$ cat src/rtl/sap3_ser_pkg.sv
// Shared constants and types for the SAP-3 serial link (serializer and receiver).
package sap3_ser_pkg;

  // Serializer side: frame geometry and bit order.
  localparam int SER_WIDTH     = 8;
  localparam int SER_LSB_FIRST = 1;

  // Receiver side: default receive FIFO depth (power of two, >= 2).
  localparam int SER_DEPTH     = 4;

  // Receiver frame-assembly states.
  typedef enum logic {
    ST_IDLE  = 1'b0,
    ST_SHIFT = 1'b1
  } rx_state_e;

  // 8-bit increment that sticks at 255 instead of wrapping.
  function automatic logic [7:0] sat_inc8(input logic [7:0] v);
    return (v == 8'hFF) ? v : v + 8'd1;
  endfunction

endpackage

$ cat src/rtl/sync_fifo.sv
// First-word-fall-through FIFO. The head entry is held in a register so the
// output is defined after reset and keeps its last value while empty.
module sync_fifo #(
  parameter int WIDTH = 8,
  parameter int DEPTH = 4
) (
  input  logic                     clk,
  input  logic                     rst_n,
  input  logic                     push_i,
  input  logic                     pop_i,
  input  logic [WIDTH-1:0]         data_i,
  output logic [WIDTH-1:0]         data_o,
  output logic                     full_o,
  output logic                     empty_o,
  output logic [$clog2(DEPTH):0]   level_o
);

  localparam int PTR_W = $clog2(DEPTH);

  logic [WIDTH-1:0] mem_q [DEPTH];
  logic [PTR_W-1:0] wr_ptr_q, rd_ptr_q, rd_ptr_nxt;
  logic [PTR_W:0]   level_q, level_d;
  logic [WIDTH-1:0] head_q, head_d;
  logic             do_push, do_pop;

  assign empty_o    = (level_q == '0);
  assign full_o     = (level_q == (PTR_W+1)'(DEPTH));
  // A pop on an empty FIFO is ignored; a push into a full FIFO only lands
  // when a pop frees the slot in the same cycle.
  assign do_pop     = pop_i & ~empty_o;
  assign do_push    = push_i & (~full_o | do_pop);
  assign rd_ptr_nxt = rd_ptr_q + PTR_W'(1);
  assign data_o     = head_q;
  assign level_o    = level_q;

  // Next occupancy and next head value.
  always_comb begin
    level_d = level_q;
    head_d  = head_q;
    case ({do_push, do_pop})
      2'b10:   level_d = level_q + (PTR_W+1)'(1);
      2'b01:   level_d = level_q - (PTR_W+1)'(1);
      default: level_d = level_q;
    endcase
    if (do_pop) begin
      if (level_q > (PTR_W+1)'(1)) head_d = mem_q[rd_ptr_nxt];
      else if (do_push)            head_d = data_i;
    end else if (empty_o && do_push) begin
      head_d = data_i;
    end
  end

  // Storage array, written without reset.
  always_ff @(posedge clk) begin
    if (do_push) mem_q[wr_ptr_q] <= data_i;
  end

  // Pointers (wrap naturally at DEPTH), occupancy and head register.
  always_ff @(posedge clk or negedge rst_n) begin
    if (!rst_n) begin
      wr_ptr_q <= '0;
      rd_ptr_q <= '0;
      level_q  <= '0;
      head_q   <= '0;
    end else begin
      if (do_push) wr_ptr_q <= wr_ptr_q + PTR_W'(1);
      if (do_pop)  rd_ptr_q <= rd_ptr_nxt;
      level_q <= level_d;
      head_q  <= head_d;
    end
  end

endmodule

$ cat src/rtl/ser_frame_receiver.sv
// Serial frame receiver: assembles LSB-first frames marked by a start strobe,
// queues completed bytes in a FWFT FIFO and tracks aborts and drops.
module ser_frame_receiver
  import sap3_ser_pkg::*;
#(
  parameter int WIDTH = SER_WIDTH,
  parameter int DEPTH = SER_DEPTH
) (
  input  logic                   clk,
  input  logic                   rst_n,
  input  logic                   serial_in,
  input  logic                   start_in,
  output logic [WIDTH-1:0]       out_data,
  output logic                   out_valid,
  input  logic                   out_ready,
  input  logic                   err_clr,
  output logic                   overrun,
  output logic [7:0]             abort_cnt,
  output logic [7:0]             drop_cnt,
  output logic [$clog2(DEPTH):0] level
);

  localparam int CNT_W = (WIDTH > 1) ? $clog2(WIDTH) : 1;

  rx_state_e        state_q, state_d;
  logic [CNT_W-1:0] cnt_q, cnt_d;
  logic [WIDTH-1:0] shift_q, shift_d;
  logic             push, abort, drop, pop, fifo_full, fifo_empty;
  logic             overrun_q;
  logic [7:0]       abort_cnt_q, drop_cnt_q;

  // Frame assembly: next state, bit counter, shift register, push/abort strobes.
  always_comb begin
    state_d = state_q;
    cnt_d   = cnt_q;
    shift_d = shift_q;
    push    = 1'b0;
    abort   = 1'b0;
    case (state_q)
      ST_IDLE: begin
        if (start_in) begin
          shift_d    = '0;
          shift_d[0] = serial_in;
          cnt_d      = CNT_W'(1);
          state_d    = ST_SHIFT;
        end
      end
      ST_SHIFT: begin
        if (start_in) begin
          // New start mid-frame: drop the partial byte and restart.
          abort      = 1'b1;
          shift_d    = '0;
          shift_d[0] = serial_in;
          cnt_d      = CNT_W'(1);
        end else begin
          shift_d[cnt_q] = serial_in;
          if (cnt_q == CNT_W'(WIDTH-1)) begin
            push    = 1'b1;
            cnt_d   = '0;
            state_d = ST_IDLE;
          end else begin
            cnt_d = cnt_q + CNT_W'(1);
          end
        end
      end
      default: state_d = ST_IDLE;
    endcase
  end

  // Frame-assembly registers.
  always_ff @(posedge clk or negedge rst_n) begin
    if (!rst_n) begin
      state_q <= ST_IDLE;
      cnt_q   <= '0;
      shift_q <= '0;
    end else begin
      state_q <= state_d;
      cnt_q   <= cnt_d;
      shift_q <= shift_d;
    end
  end

  // The pushed byte includes the bit captured on this edge, hence shift_d.
  sync_fifo #(
    .WIDTH (WIDTH),
    .DEPTH (DEPTH)
  ) u_fifo (
    .clk     (clk),
    .rst_n   (rst_n),
    .push_i  (push),
    .pop_i   (pop),
    .data_i  (shift_d),
    .data_o  (out_data),
    .full_o  (fifo_full),
    .empty_o (fifo_empty),
    .level_o (level)
  );

  assign out_valid = ~fifo_empty;
  assign pop       = out_valid & out_ready;
  assign drop      = push & fifo_full & ~pop;

  // Sticky error flag and saturating counters; clear wins over events.
  always_ff @(posedge clk or negedge rst_n) begin
    if (!rst_n) begin
      overrun_q   <= 1'b0;
      abort_cnt_q <= '0;
      drop_cnt_q  <= '0;
    end else if (err_clr) begin
      overrun_q   <= 1'b0;
      abort_cnt_q <= '0;
      drop_cnt_q  <= '0;
    end else begin
      if (drop) begin
        overrun_q  <= 1'b1;
        drop_cnt_q <= sat_inc8(drop_cnt_q);
      end
      if (abort) abort_cnt_q <= sat_inc8(abort_cnt_q);
    end
  end

  assign overrun   = overrun_q;
  assign abort_cnt = abort_cnt_q;
  assign drop_cnt  = drop_cnt_q;

endmodule

$ cat config.mk
export PLATFORM = sky130hd
export DESIGN_NAME = ser_frame_receiver
export DESIGN_NICKNAME = d
export VERILOG_FILES = /design/src/rtl/sap3_ser_pkg.sv /design/src/rtl/sync_fifo.sv /design/src/rtl/ser_frame_receiver.sv
export SDC_FILE = /design/constraint.sdc
export NUM_CORES = 1
export LEC_CHECK = 0
export CAP_MARGIN = 20
export CORE_MARGIN = 8
export CORE_UTILIZATION = 45
export DETAILED_ROUTE_END_ITERATION = 6
export PLACE_DENSITY = 0.73
export SLEW_MARGIN = 40
export SYNTH_ARGS = -nofsm -noshare
export SYNTH_HDL_FRONTEND = slang
export SYNTH_HIERARCHICAL = 1
export SYNTH_SLANG_ARGS = --single-unit
export TNS_END_PERCENT = 30
$ cat constraint.sdc
create_clock -name clk -period 3 [get_ports clk]
set_input_delay 0.6 -clock clk [delete_from_list [all_inputs] [get_ports clk]]
set_output_delay 0.6 -clock clk [all_outputs]
set_load 0.01 [all_outputs]
Word level (Yosys, flattened, before mapping) --
Memory sizes are Yosys's and may differ from the RTL's. Index checks and enable logic that the tools add are counted.
Word-level totals: flip-flop bits (word level) 44, RAM bits 32, input bits 6, output and inout port bits 29, memories 1
Memory list:
- u_fifo.mem_q | depth 4, width 8, rd ports 1, clocked after memory_dff 0, wr ports 1, RTL line sync_fifo.sv:20 | logic [WIDTH-1:0] mem_q [DEPTH];
Operators by class: add/subtract/negate cells 7, order comparisons 3, equal/unequal tests 10, multiplexer cells 33, bitwise operators 10, reduce and logical (&&, ||, !) cells 10
Operator list (number):
- 8-bit 2-to-1 mux | 12
- 8-bit by 1-bit adder with 8-bit output (second input constant) | 2
- 8-bit equality test (second input constant) | 2
- 8-bit case mux with 2 select lines | 1
- 1-bit 2-to-1 mux | 12
- 3-bit case mux with 2 select lines | 2
- 3-bit 2-to-1 mux | 3
- 8-bit bitwise mux | 1
- 2-bit nonzero test | 4
- 3-bit by 1-bit adder with 3-bit output (second input constant) | 2
- 3-bit equality test (second input constant) | 2
- 2-bit != test (second input constant) | 3
- 2-bit AND reduction | 3
- 1-bit bitwise AND | 5
- 2-bit by 1-bit adder with 2-bit output (second input constant) | 2
- 3-bit by 4-bit < comparator with 1-bit output (second input constant) | 1
- 1-bit NOT | 4
- 1-bit demux with 3-bit select | 1
- 3-bit by 1-bit greater-or-equal comparator with 1-bit output (second input constant) | 1
- 3-bit by 1-bit greater-than comparator with 1-bit output (second input constant) | 1
- 3-bit zero test | 1
- 3-bit by 2-bit != test with 1-bit output (second input constant) | 1
- 3-bit by 1-bit subtractor with 3-bit output (second input constant) | 1
- 2-bit by 1-bit equality test with 1-bit output (second input constant) | 1
- other kinds (4) | 5

Longest topological paths before layout --
word-level depth 10, mapped depth 12

Modules after synthesis --
Netlist, hierarchy kept.
By module, submodules not included:
- sync_fifo | times used 1, cells an instance 130, area an instance 2180.8 µm²
- ser_frame_receiver | times used 1, cells an instance 146, area an instance 1498.9 µm²

Least setup slack after synthesis --
OpenSTA, ideal clock, no wires.
path kind register -> register, start point register u_fifo.level_q[1], in the netlist u_fifo/level_o[1], end point memory u_fifo.mem_q[0][0], enable pin, library setup time 332 ps, arrival 2005 ps, data required time 2668 ps, slack 663 ps, cell stages (with the launch flop) 11, buffers on the path 2, period minus slack after synthesis 2337 ps, cells stage by stage dfrtp_1 > inv_1 > ha_1 > buf_4 > nand2b_4 > inv_4 > nand2b_1 > inv_1 > clkbuf_8 > o21a_1 > and2_1
Between the ends: longest elaborated chain between the ends 8
Ends and longest elaborated chain:
- from (decl) | RTL line sync_fifo.sv:22 | logic [PTR_W:0] level_q, level_d;
- from (signal assigned) | RTL line sync_fifo.sv:68 | level_q <= level_d;
- 3-bit zero test | RTL line sync_fifo.sv:26 | assign empty_o = (level_q == '0);
- named net fifo_empty | RTL line ser_frame_receiver.sv:28 | logic push, abort, drop, pop, fifo_full, fifo_empty;
- 1-bit NOT | RTL line ser_frame_receiver.sv:99 | assign out_valid = ~fifo_empty;
- 1-bit bitwise AND | RTL line ser_frame_receiver.sv:100 | assign pop = out_valid & out_ready;
- named net pop | RTL line ser_frame_receiver.sv:28
- 1-bit bitwise AND | RTL line sync_fifo.sv:30 | assign do_pop = pop_i & ~empty_o;
- 1-bit bitwise OR | RTL line sync_fifo.sv:31 | assign do_push = push_i & (~full_o | do_pop);
- 1-bit bitwise AND | RTL line sync_fifo.sv:31
- 1-bit 2-to-1 mux | RTL line sync_fifo.sv:55 | if (do_push) mem_q[wr_ptr_q] <= data_i;
- 1-bit 2-to-1 mux (implied by the code) | RTL line sync_fifo.sv:55
- to (decl) | RTL line sync_fifo.sv:20
The timed path passes the listed nets, and every way through them passes these cells.

Worst setup path after layout --
start point register u_fifo.level_q[1], in the netlist u_fifo/level_o[1], end point register u_fifo.head_q[6], in the netlist u_fifo/data_o[6]
Between the ends: longest elaborated chain between the ends 9
Ends and longest elaborated chain:
- 3-bit zero test * | RTL line sync_fifo.sv:26
- named net fifo_empty | RTL line ser_frame_receiver.sv:28
- 1-bit NOT * | RTL line ser_frame_receiver.sv:99
- 1-bit bitwise AND * | RTL line ser_frame_receiver.sv:100
- named net pop | RTL line ser_frame_receiver.sv:28
- 1-bit bitwise AND * | RTL line sync_fifo.sv:30
- 1-bit bitwise OR | RTL line sync_fifo.sv:31
- 1-bit bitwise AND | RTL line sync_fifo.sv:31
- 1-bit logical AND | RTL line sync_fifo.sv:48 | end else if (empty_o && do_push) begin
- 2-bit nonzero test (no line)
- 2-bit AND reduction (no line)
- to (signal assigned) | RTL line sync_fifo.sv:64 | head_q <= '0;
- to (signal assigned) | RTL line sync_fifo.sv:69 | head_q <= head_d;
- to (decl) | RTL line sync_fifo.sv:23 | logic [WIDTH-1:0] head_q, head_d;
The timed path passes the listed nets; every way through them passes the cells marked *. A chain may end at the register's enable or synchronous reset.

==> impl_metrics.toml <==
[status]
status = "finished clean"

[sta]
worstMarginPinSlew_ns = 0.573
fin_crit_sh_pct = 92.0
setup_viol = 0
slew_headroom_pct = 61.8
fmax_mhz = 362
period_needed_ns = 2.76
skew_ns = 0.00786
hold_viol_final = 0
grt_setup_unrepaired = "false"
tns_ns = 0
slew_viol_final = 0

[critical_path]
cp.arrival_ns = 3.00
worstSetupEndpointType = "register"
path_class = "register to register"
r2r_cells = 9
required_ns = 3.24
rr_endpoint = "u_fifo/data_o[6]"
path_max_fanout = 11
cp-start-kind = "register"
reg2reg_setup_slack_ns = 0.24
r2r-start = "u_fifo/level_o[1]"

[placed_design]
gp_congestion = 0.712
post-dp-hpwl_um = 4830
port_buffers = 34

[clock_tree]
cts_resized = 0
cts-buffers-inserted = 9
postCtsSetupRepairBufs = 0
cts_max_level = 3
cts_tree = "yes"
clk_path_buf_depth = 2
cts-root-buf = "clkbuf_8"
cts.sinks = 76
cts_hold_buf = 0
clk_latency_ns = 0.35
clk_pin_slew_ns = 0.08

[global_routing]
grt_start_max_net_pins = 45
grt_antenna_before_repair = 0
track_usage_pct = 13.0
grt_pass1_vias = 2267
grt_first_pass_wirelength_um = 11600
grt.overflow.total = 0

[route]
vias_per_cell = 5.42
wl_per_cell_um = 16.4
drc = 0
vias = 2294
wl_um = 6940
final_antenna_net_count = 0
drt-pass1-iter-count = 4
dr.first_iter.drc_count = 96

[synthesis]
yosys_warnings = 6
synth_nets = 294
synthTopCellsByArea = "dfrtp_1, edfxtp_1, mux4_1"
ys_ff_latch = 76
netlist_instances = 276
synth_top_area_cell = "dfrtp_1"
ys_seq_area_share_pct = 56.0
syn_area_per_cell_sq_um = 13.3
ys_types = 55
synth_edf_count = 32
async_flop_share_pct = 57.9
syn-cell-area_sq_mm = 0.00368
ys.flop_type = "dfrtp_1"
yosysTopAreaCellShare_pct = 29.9

[floorplanning]
die_w_um = 106
rows = 33
start_util_pct = 45.7
core_sq_mm = 0.00805
io_pins = 35
die_y_um = 106
fp.dieArea_sq_mm = 0.0113

[pwr]
total_power_uw = 3240
leakagePower_uw = 0.00176
ir_drop_mv = 0.290
power_density_mw_per_mm2 = 749

[min_path]
hp-class = "primary input to asynchronous set/reset pin"

[final_layout]
nNetsFinal = 332
syn2layout_area_growth_pct = 17.5
diodes = 0
layout_commonest_cell = "dfrtp_1"
drive_above_1_share_pct = 12.3
layout_common_cells = "dfrtp_1, clkdlybuf4s50_1, edfxtp_1"

[flow_run]
maxCapViolations = 0
==> worst max-delay path by stage <==
| stage | from | end | slack, ns | cells after the start |
|---|---|---|---|---|
| final | u_fifo/level_o[1] | u_fifo/data_o[6] | 0.24 | 9 |
| after detailed placement | u_fifo/level_o[1] | u_fifo/mem_q[3][5] | 0.23 | 8 |
| after global routing | u_fifo/level_o[1] | u_fifo/mem_q[3][5] | 0.04 | 8 |
| after CTS | u_fifo/level_o[1] | u_fifo/mem_q[3][4] | 0.21 | 8 |
| after global placement | u_fifo/level_o[1] | u_fifo/data_o[1] | 0.37 | 9 |
| after floorplan | u_fifo/level_o[1] | u_fifo/mem_q[0][0] | 0.66 | 10 |
==> routing by layer <==
layer	global-route usage, %	vias up	part of all wire [%]
met5	0	-	0
met4	5.13	0	1.2
met3	3.87	8	4.3
met2	20.4	35	49
met1	16.4	1162	46
li1	-	1089	-
==> cell families after synthesis <==
| logic type | share of synthesized area [%] |
|---|---|
| buffers and inverters | 3.77 |
| adder cells (fa/ha/maj) | 4.35 |
| flip-flops | 56.0 |
| AND/OR/NAND/NOR | 11.3 |
| multiplexers | 13.8 |
| AO/OA/AOI/OAI | 8.30 |
| XOR/XNOR | 2.38 |
==> area by class of cell <==
type / count / area (sq um)
Fill cell: 655 / 3730
Sequential cell: 76 / 2060
Multi-Input combinational cell: 175 / 1480
Timing Repair Buffer: 38 / 368
Tap cell: 105 / 131
Clock buffer: 10 / 128
Clock inverter: 5 / 101
Inverter: 14 / 55.1
==> power by group <==
part	total [uW]	switching (uW)	leakage, uW	internal (uW)
registers	1400	174	0.000865	1220
logic	946	422	0.000782	524
clock network	897	352	0.000110	545
==> flip-flops by register name, indices dropped and copies added (netlist names) <==
register,count
overrun,1
u_fifo/wr_ptr_q,2
abort_cnt,8
shift_q,8
u_fifo/level_o,3
u_fifo/mem_q,32
u_fifo/rd_ptr_q,2
drop_cnt,8
cnt_q,3
state_q,1
u_fifo/data_o,8
==> per-stage QoR <==
| step | hold WS (ns) | setup WS, ns | util [%] | area [sq um] | cells |
|---|---|---|---|---|---|
| floorplan | 0.304 | 0.663 | - | 3680 | 276 |
| global placement | 0.528 | 0.366 | 50.8 | 4090 | 408 |
| detailed placement | 0.533 | 0.233 | 50.9 | 4100 | 408 |
| CTS | 0.259 | 0.215 | 53.7 | 4320 | 423 |
| global route | 0.292 | 0.0390 | 53.7 | 4320 | 423 |
| finish | 0.250 | 0.240 | 53.7 | 4320 | 423 |
==> worst max-delay path, cell delays in order (launching register included) <==
cell	delay, ns
dfrtp_1	0.43
inv_1	0.18
ha_1	0.41
nand2b_4	0.11
inv_4	0.09
nand2b_1	0.19
inv_1	0.21
o21ai_4	0.40
mux2_1	0.37
mux2_2	0.26
==> cells in the mapped netlist (all sizes together), types with 7 or more instances <==
cell type	instances
dfrtp	44
nand3	12
ha	12
clkbuf	7
mux2	18
nor2	18
mux4	8
a21oi	15
inv	14
edfxtp	32
o21ai	10
nand2	9
mux2i	10
Note: power is estimated with default switching activity, not from simulation.
